## config.mk

```make
export PLATFORM = sky130hd
export DESIGN_NAME = simple_threshold_hls_deadlock_report_unit
export DESIGN_NICKNAME = d
export VERILOG_FILES = /design/src/rtl/simple_threshold_hls_deadlock_report_unit.sv
export SDC_FILE = /design/constraint.sdc
export NUM_CORES = 1
export LEC_CHECK = 0
export ABC_CLOCK_PERIOD_IN_PS = 2500
export CORE_ASPECT_RATIO = 0.75
export CORE_MARGIN = 3
export CORE_UTILIZATION = 42
export DETAILED_ROUTE_END_ITERATION = 16
export GPL_TIMING_DRIVEN = 0
export HOLD_SLACK_MARGIN = 0.02
export PLACE_DENSITY = 0.62
export SLEW_MARGIN = 20
export SYNTH_ARGS = -nofsm -noshare
export SYNTH_HDL_FRONTEND = slang
export SYNTH_SLANG_ARGS = --single-unit
export TNS_END_PERCENT = 1
```

## constraint.sdc

```tcl
create_clock -name ap_clk -period 2.5 [get_ports ap_clk]
set_clock_uncertainty 0.15 [all_clocks]
set_input_delay 0.5 -clock ap_clk [delete_from_list [all_inputs] [get_ports ap_clk]]
set_output_delay 0.5 -clock ap_clk [all_outputs]
set_load 0.005 [all_outputs]
```

## src/rtl/simple_threshold_hls_deadlock_report_unit.sv

```systemverilog
// ---------------------------------------------------------------------------
// simple_threshold_hls_deadlock_report_unit
//
// Purpose: consumer side of the simple_threshold deadlock monitor. Confirms
// that the registered block flag has held for CONFIRM_CYCLES consecutive
// cycles, captures a diagnostic record (AXIS channels involved, episode start
// timestamp, event count), delivers it once per episode over a valid/ready
// port and keeps a sticky deadlock flag.
//
// Ports:
//   ap_clk            clock, rising edge
//   ap_rst_n          synchronous active-low reset
//   block             registered block flag from the monitor
//   axis_block_sigs   per-channel block bits, same cycle as block
//   clear             pulse: drop sticky flag, abort/re-arm detection
//   report_valid      report record available
//   report_ready      sink accepts the record
//   report_axis_mask  OR of axis_block_sigs over the confirmation window
//   report_timestamp  ts of the first cycle of the episode
//   report_count      event_count including this episode
//   deadlock          sticky flag, set on confirmation
//   event_count       confirmed episodes, saturating at 255
//
// state  | meaning
// IDLE   | no block seen, waiting for block=1
// ARMED  | counting consecutive block cycles, accumulating mask
// REPORT | record held stable on report_* until accepted
// LOCKED | record delivered, waiting for block to drop before re-arming
// ---------------------------------------------------------------------------
module simple_threshold_hls_deadlock_report_unit #(
    parameter int NUM_AXIS       = 7,
    parameter int CONFIRM_CYCLES = 16,
    parameter int TS_WIDTH       = 32
) (
    input  logic                ap_clk,
    input  logic                ap_rst_n,
    input  logic                block,
    input  logic [NUM_AXIS-1:0] axis_block_sigs,
    input  logic                clear,
    output logic                report_valid,
    input  logic                report_ready,
    output logic [NUM_AXIS-1:0] report_axis_mask,
    output logic [TS_WIDTH-1:0] report_timestamp,
    output logic [7:0]          report_count,
    output logic                deadlock,
    output logic [7:0]          event_count
);

    typedef enum logic [1:0] {
        S_IDLE   = 2'd0,
        S_ARMED  = 2'd1,
        S_REPORT = 2'd2,
        S_LOCKED = 2'd3
    } state_t;

    localparam logic [7:0] LAST_CNT = 8'(CONFIRM_CYCLES - 1);

    state_t              state_q, state_d;
    logic [7:0]          cnt_q, cnt_d;
    logic [NUM_AXIS-1:0] mask_q, mask_d;
    logic [TS_WIDTH-1:0] ts_q, ts_d;
    logic [TS_WIDTH-1:0] start_ts_q, start_ts_d;
    logic [NUM_AXIS-1:0] rpt_mask_q, rpt_mask_d;
    logic [TS_WIDTH-1:0] rpt_ts_q, rpt_ts_d;
    logic [7:0]          rpt_cnt_q, rpt_cnt_d;
    logic                deadlock_q, deadlock_d;
    logic [7:0]          ev_q, ev_d;
    logic [7:0]          ev_next;

    always_ff @(posedge ap_clk) begin
        if (!ap_rst_n) begin
            state_q    <= S_IDLE;
            cnt_q      <= '0;
            mask_q     <= '0;
            ts_q       <= '0;
            start_ts_q <= '0;
            rpt_mask_q <= '0;
            rpt_ts_q   <= '0;
            rpt_cnt_q  <= '0;
            deadlock_q <= 1'b0;
            ev_q       <= '0;
        end else begin
            state_q    <= state_d;
            cnt_q      <= cnt_d;
            mask_q     <= mask_d;
            ts_q       <= ts_d;
            start_ts_q <= start_ts_d;
            rpt_mask_q <= rpt_mask_d;
            rpt_ts_q   <= rpt_ts_d;
            rpt_cnt_q  <= rpt_cnt_d;
            deadlock_q <= deadlock_d;
            ev_q       <= ev_d;
        end
    end

    // Saturating increment; also what report_count shows for this episode.
    assign ev_next = (ev_q == 8'hFF) ? ev_q : ev_q + 8'd1;

    always_comb begin
        state_d    = state_q;
        cnt_d      = cnt_q;
        mask_d     = mask_q;
        ts_d       = ts_q + {{(TS_WIDTH-1){1'b0}}, 1'b1};
        start_ts_d = start_ts_q;
        rpt_mask_d = rpt_mask_q;
        rpt_ts_d   = rpt_ts_q;
        rpt_cnt_d  = rpt_cnt_q;
        deadlock_d = deadlock_q;
        ev_d       = ev_q;

        if (clear) begin
            // Report fields are left as-is; dropping valid is what discards them.
            state_d    = S_IDLE;
            cnt_d      = '0;
            mask_d     = '0;
            deadlock_d = 1'b0;
        end else begin
            unique case (state_q)
                S_IDLE: begin
                    if (block) begin
                        state_d    = S_ARMED;
                        cnt_d      = 8'd1;
                        mask_d     = axis_block_sigs;
                        start_ts_d = ts_q;
                    end
                end
                S_ARMED: begin
                    if (!block) begin
                        state_d = S_IDLE;
                        cnt_d   = '0;
                        mask_d  = '0;
                    end else if (cnt_q == LAST_CNT) begin
                        // Window complete: the current cycle's sigs are part of the record.
                        state_d    = S_REPORT;
                        rpt_mask_d = mask_q | axis_block_sigs;
                        rpt_ts_d   = start_ts_q;
                        rpt_cnt_d  = ev_next;
                        ev_d       = ev_next;
                        deadlock_d = 1'b1;
                        cnt_d      = '0;
                        mask_d     = '0;
                    end else begin
                        cnt_d  = cnt_q + 8'd1;
                        mask_d = mask_q | axis_block_sigs;
                    end
                end
                S_REPORT: begin
                    if (report_ready) state_d = S_LOCKED;
                end
                S_LOCKED: begin
                    if (!block) state_d = S_IDLE;
                end
                default: state_d = S_IDLE;
            endcase
        end
    end

    assign report_valid     = (state_q == S_REPORT);
    assign report_axis_mask = rpt_mask_q;
    assign report_timestamp = rpt_ts_q;
    assign report_count     = rpt_cnt_q;
    assign deadlock         = deadlock_q;
    assign event_count      = ev_q;

endmodule

```

## After elaboration in Yosys (flattened, before gate mapping)

Cells that the tools add are included.

- Add/subtract/negate cells: 3
- Eq/ne operators: 9
- Multiplexer cells: 14
- Bitwise operators: 4
- Reduce and logical (&&, ||, !) cells: 9

Operators with widths:

| kind | number |
|---|---|
| $add A32 B1 Y32 const B | 1 |
| $mux W8 | 3 |
| $mux W7 | 3 |
| $add A8 B1 Y8 const B | 2 |
| $pmux W8 S2 | 1 |
| $pmux W7 S2 | 1 |
| $mux W2 | 5 |
| $eq A8 B4 Y1 const B | 1 |
| $eq A8 B8 Y1 const B | 1 |
| $pmux W2 S4 | 1 |
| $reduce_and A4 Y1 | 2 |
| $or A7 B7 Y7 | 1 |
| $reduce_and A3 Y1 | 2 |
| $reduce_and A5 Y1 | 1 |
| $eq A2 B2 Y1 const B | 2 |
| $ne A2 B2 Y1 const B | 2 |
| $ne A3 B3 Y1 const B | 1 |
| $not A1 Y1 | 3 |
| $eq A2 B1 Y1 const B | 1 |
| $logic_not A2 Y1 | 1 |
| $ne A2 B1 Y1 const B | 1 |
| $reduce_and A2 Y1 | 1 |
| $reduce_bool A2 Y1 | 1 |
| $reduce_or A2 Y1 | 1 |

- Register bits: 129
- Input port bits: 12
- Output and inout bits: 57
- Logic and storage cells: 48

## Depth between registers and ports, before layout

Gate-level depths: netlist of the first run.

- Depth after elaboration: 4
- Gate-level depth with buffers: 8
- Gate-level depth less buffers: 5

## Least setup slack after synthesis of the first run

No wires, ideal clock.

- Path kind: flip-flop to flip-flop
- From: reg cnt_q[7]
- To: reg rpt_ts_q[21] (netlist: report_timestamp[21])
- Setup time: 132 ps
- Data arrival time: 1821 ps
- Required time: 2218 ps
- Path slack: 397 ps
- Cell stages (with the launch flop): 8
- Path buffers: 3
- Period minus slack after synthesis: 2103 ps
- Cell sequence: dfxtp_1 -> or4_4 -> or4_1 -> clkbuf_1 -> buf_2 -> buf_2 -> nand2_1 -> a21oi_1

- Cells in the longest elaborated chain, start to end: 2

Ends and longest elaborated chain:

| element | RTL line | text |
|---|---|---|
| from (decl) | 59 | `logic [7:0] cnt_q, cnt_d;` |
| from (signal assigned) | 84 | `cnt_q <= cnt_d;` |
| $eq A8 B4 Y1 | 132 | `end else if (cnt_q == LAST_CNT) begin` |
| $reduce_and A4 Y1 (no line) | n/a |  |
| to (signal assigned) | 89 | `rpt_ts_q <= rpt_ts_d;` |
| to (decl) | 64 | `logic [TS_WIDTH-1:0] rpt_ts_q, rpt_ts_d;` |

No other way between the ends.
A chain may end at the register's enable or synchronous reset.

## Final worst setup path of the first run

- From: reg cnt_q[6]
- To: reg rpt_ts_q[26] (netlist: report_timestamp[26])

Same word-level chain as after synthesis.

==> results.yml, run 1 <==
cells_and_area:
  drive_gt1_share_pct: 8.04
  synthToLayoutAreaGrowth_pct: 31.5
  diodes: 0
  final_util_pct: 57.1
  n_fill_cell: 1065
  nNetsFinal: 723
worst_setup_path:
  cp-end-kind: "flop"
  critPathKind: "flop to flop"
  worst-path-max-fanout: 10
  r2r_slack_ps: 90
  critPathLaunchType: "flop"
  arrival_ps: 2540
  cp_data_required_time_ps: 2630
logic_synthesis:
  synth.area.top_cells: "dfxtp_1, nand2_1, a21oi_1"
  netlist_area_um2: 5080
  synth_top_family_by_area: "simple AND/OR/NAND/NOR gates"
  synth_area_per_cell_um2: 8.21
  synth.net_count: 634
  yosys.area.top_type_share_pct: 50.8
  synth-simple-area-share_pct: 25.4
  synth_commonest_cells: "nand2_1, dfxtp_1, a21oi_1, clkbuf_1, nor2_1"
  ys.flop_type: "dfxtp_1"
  synth_seq_cells: 129
  synth_most_common_cell: "nand2_1"
  muxShareOfSynthArea_pct: 0.197
  synth_async_sr_flop_share_pct: 0
  ys_types: 41
  ys_seq_area_share_pct: 50.8
  yosys_warnings: 0
  synth_fa_ha_area_share_pct: 0.738
  synth_compound_area_share_pct: 15.7
  synthCells: 619
  synth_xor_area_share_pct: 2.41
  synth_edf_count: 0
  synth.largest_area_cell: "dfxtp_1"
floorplanning:
  start_util_pct: 43.5
  core_area_um2: 11700
  die_area_um2: 13500
  die_w_um: 133
  io_pins: 69
  rows: 34
  die_y_um: 101
global_route:
  grt_max_degree: 17
  grt_pass1_wl_um: 21200
  first_global_vias: 4376
  grt_usage_pct: 19.4
  grt_overflow: 0
  antenna_found_initial: 0
placed_design:
  port_buffers: 68
  gp_congestion: 0.821
  dp_hpwl_um: 8750
clocking:
  cts_tree: "built"
  clk_latency_ps: 410
  tritoncts.num_buffers: 17
  clock_path_buffers: 2
  cts-root-buf: "clkbuf_16"
  cts.clk_slew.worst_paths_ps: 60
  cts_max_level: 4
  cts_sinks: 129
  hold_buffers: 0
run:
  max_cap_violations: 0
power:
  ir_drop_v: 0.000478
  p_per_area_nw_per_um2: 738
  power_leakage_nw: 2.21
outcome:
  status: "complete, no violations"
drt:
  wl_per_cell_um: 14.3
  drt_first_pass_iters: 5
  drc: 0
  ant_nets: 0
  drt-total-wl_um: 12600
  vias_per_cell: 5.26
  drt_iter0_drc: 270
  vias: 4644
sta:
  setup_viol_count_final: 0
  fin_crit_ps: 2410
  tightest_slew_ps: 735
  timing.fmax_mhz: 414
  drv_slew: 0
  hold-worst-slack_ps: 298
  slew_headroom_pct: 51.0
  hold_violations: 0
  fin_crit_sh_pct: 96.5
min_path:
  worst_hold_path_type: "flop to flop"
[final timing paths]
check        depth (start not counted)                  from                    to
min reg2reg                          2  report_timestamp[10]  report_timestamp[10]
max                                  7              cnt_q[6]  report_timestamp[26]
max reg2reg                          7              cnt_q[6]  report_timestamp[26]
min                                  2  report_timestamp[10]  report_timestamp[10]
[cells by family after synthesis]
kind of cell,after synthesis
AO/OA/AOI/OAI,142
XOR/XNOR,14
adder cells (fa/ha/maj),3
buffers and inverters,56
flip-flops,129
multiplexers,1
AND/OR/NAND/NOR,274
[worst max-delay path, cell delays in order (launching register included)]
cell	delay, ps
dfxtp_1	360
or4_4	580
or4_1	440
clkbuf_1	200
buf_4	220
buf_2	190
nand2_1	80
a21oi_1	60
[stage by stage]
| stage | power, mW | cell area, um2 | cells | TNS [ps] | worst slack (ps) |
|---|---|---|---|---|---|
| after CTS | 4.98 | 6630 | 881 | 0 | 26.9 |
| after detailed placement | 2.24 | 5970 | 849 | -47630 | -860 |
| after floorplan | 2.18 | 5080 | 619 | 0 | 397 |
| after global placement | 2.24 | 5970 | 849 | -44110 | -826 |
| final | 4.94 | 6690 | 883 | 0 | 86.5 |
| after global routing | 5.10 | 6690 | 883 | -35.4 | -26.1 |
[final cells by class]
| class | instances | area [um2] | share of cell area [%] |
|---|---|---|---|
| Timing Repair Buffer | 70 | 694 | 10.4 |
| Buffer | 45 | 209 | 3.13 |
| Sequential cell | 129 | 2580 | 38.6 |
| Inverter | 11 | 41.3 | 0.618 |
| Tap cell | 162 | 203 | 3.03 |
| Clock buffer | 17 | 425 | 6.36 |
| Clock inverter | 15 | 229 | 3.43 |
| Multi-Input combinational cell | 434 | 2300 | 34.4 |
[cells in the final DEF, fill, tap and decap left out, types with 7 or more instances in the layout]
| cell | synthesis | routed |
|---|---|---|
| dfxtp_1 | 129 | 129 |
| xor2_1 | 9 | 9 |
| o21ai_0 | 19 | 19 |
| nand4_1 | 8 | 8 |
| clkbuf_16 | 0 | 17 |
| o31ai_1 | 11 | 11 |
| nand3_1 | 14 | 12 |
| clkdlybuf4s50_1 | 0 | 67 |
| buf_4 | 8 | 11 |
| or3_1 | 14 | 14 |
| nor3_1 | 21 | 20 |
| a22o_1 | 7 | 7 |
| or4_1 | 14 | 14 |
| clkbuf_1 | 32 | 29 |
| a21oi_1 | 96 | 96 |
| nand2_1 | 145 | 145 |
| inv_1 | 10 | 10 |
| nor2_1 | 26 | 26 |
[metal layers]
layer  part of all wire [%]  GRT usage [%]
met4                    1.2           5.75
met2                     46           30.2
met3                    4.5           6.01
met5                      0              0
met1                     49           26.2
[flip-flops by register name, indices dropped and copies added (netlist names), named ones only]
register / flops
cnt_q: 8
ts_q: 32
event_count: 8
report_timestamp: 32
mask_q: 7
report_axis_mask: 7
deadlock: 1
state_q: 1
start_ts_q: 32
[power breakdown]
group	switching [mW]	internal, mW	total [mW]	leakage (nW)
sequential	0.00927	2.07	2.08	1.04
clock	0.957	1.78	2.74	0.319
combinational	0.0840	0.0375	0.122	0.851
[timing repair]
| action | in CTS | in global routing |
|---|---|---|
| gates resized for setup | 2 | 14 |
| setup endpoints to repair | 41 | 83 |
| hold endpoints to repair | 0 | 0 |
| setup buffers | 0 | 2 |
(Power assumes the default switching activity.)
==> run 2, diff against run 1 <==
CORE_UTILIZATION = 54   (was 42)
PLACE_DENSITY = 0.77   (was 0.62)
==> run 2 against run 1 <==
Compared with the run above: combinational power is essentially flat; wire length up 1.4%; worst hold slack better by 1.6 ps; sequential cell count unchanged; design area grew 0.58%; global-route usage grew 5.3 points; critical path depth down 2; clock power up 14%; critical endpoint is now report_timestamp[5]; clock-buffer cell count grew 2; critical path type unchanged; highest routed layer unchanged.
==> results.yml, run 2 (synthesis gave the netlist of run 1 again) <==
sta:
  drv_slew: 0
  hold-worst-slack_ps: 299
  rsz0062_at_grt: "yes"
  fin_crit_ps: 2430
  fin_crit_sh_pct: 97.0
  setup_viol_count_final: 0
  timing.fmax_mhz: 412
  tightest_slew_ps: 701
  slew_headroom_pct: 53.2
  hold_violations: 0
cells_and_area:
  fin_cells: 848
  mostFrequentLayoutCells: "nand2_1, dfxtp_1, a21oi_1"
  synthToLayoutAreaGrowth_pct: 32.2
  design_area_um2: 6720
  nNetsFinal: 722
  diodes: 0
  drive_gt1_share_pct: 7.50
  final_util_pct: 73.7
  mostFrequentLayoutCell: "nand2_1"
placed_design:
  dpl-instance-area_um2: 5930
  dp_hpwl_um: 8620
  post-place-cells: 815
  port_buffers: 68
  gp_congestion: 0.811
worst_setup_path:
  arrival_ps: 2600
  critPathLaunchType: "flop"
  cp_data_required_time_ps: 2680
  cp-end-kind: "flop"
  critPathKind: "flop to flop"
  worst-path-max-fanout: 10
drt:
  drc: 0
  drt_first_pass_iters: 6
  ant_nets: 0
  drt_iter0_drc: 350
  vias: 4758
  drt-total-wl_um: 12800
  vias_per_cell: 5.61
  wl_per_cell_um: 15.1
global_route:
  grt_overflow: 0
  antenna_found_initial: 0
  grt_max_degree: 17
  grt_pass1_wl_um: 21600
  grt_usage_pct: 24.8
  first_global_vias: 4626
floorplanning:
  die_area_um2: 10600
  io_pins: 69
  start_util_pct: 55.7
  rows: 30
  die_w_um: 118
  core_area_um2: 9120
  die_y_um: 90.0
clocking:
  clock_path_buffers: 2
  cts_max_level: 4
  cts.clk_slew.worst_paths_ps: 60
  cts_tree: "built"
  cts-root-buf: "clkbuf_16"
  tritoncts.num_buffers: 17
  clk_latency_ps: 410
  cts_sinks: 129
  hold_buffers: 0
power:
  p_total_mw: 5.33
  p_per_area_nw_per_um2: 793
  power_leakage_nw: 2.24
  ir_drop_v: 0.000478
outcome:
  status: "complete, no violations"
run:
  max_cap_violations: 0
min_path:
  worst_hold_path_type: "flop to flop"
## run 2: changes by cell type in the layout (fill, tap and decap cells not counted), sizes merged
cell | previous run | this run
dlygate4sd2 | 1 | 0
clkbuf | 49 | 51
buf | 15 | 14
clkinv | 5 | 2
bufinv | 5 | 9
clkdlybuf4s50 | 67 | 68
inv | 15 | 12
## run 2: area by class of cell
class	count	area (um2)
well taps	128	160
plain buffers	45	208
repair buffers	69	688
clock buffers	19	443
inverters	11	41.3
clock inverters	13	304
multi-input cells	434	2300
fillers	685	2400
flip-flops and latches	129	2580
## run 2: power breakdown
part / internal, mW / leakage (nW) / switching [mW] / total (mW)
logic: 0.0378 / 0.843 / 0.0839 / 0.122
clock network: 2.21 / 0.358 / 0.929 / 3.13
registers: 2.07 / 1.04 / 0.00964 / 2.08
total: 4.31 / 2.24 / 1.02 / 5.33
## run 2: critical path: stages, from the launching register on
cell and delay, ps:
dfxtp_1 360, or4_4 580, nor4_4 510, clkbuf_1 430, nand2_1 120, a21oi_1 200
## run 2: worst paths after layout
path | end | start | cells after the start | slack, ps
setup reg to reg | report_timestamp[5] | cnt_q[6] | 5 | 70
hold / removal | report_timestamp[14] | report_timestamp[14] | 2 | 300
hold reg to reg | report_timestamp[14] | report_timestamp[14] | 2 | 300
setup / recovery | report_timestamp[5] | cnt_q[6] | 5 | 70
## run 2: metal layers
metal	vias to the layer above	track usage (%)	routed length, um
li1	2311	-	-
met1	2285	31.2	5750
met2	138	41.5	6230
met3	24	5.53	631
met4	0	9.66	199
met5	-	0	0
## run 2: through the flow
step	setup TNS (ps)	worst slack (ps)
floorplan	0	397
global placement	-37790	-749
detailed placement	-30910	-545
CTS	0	7.65
global route	-127	-32.5
finish	0	74.1
## run 2: what timing repair did
action | 4_1_cts | 5_1_grt
setup endpoints to repair | 32 | 93
gates resized for setup | 1 | 11
pin swaps | 0 | 2
buffers inserted | 0 | 1
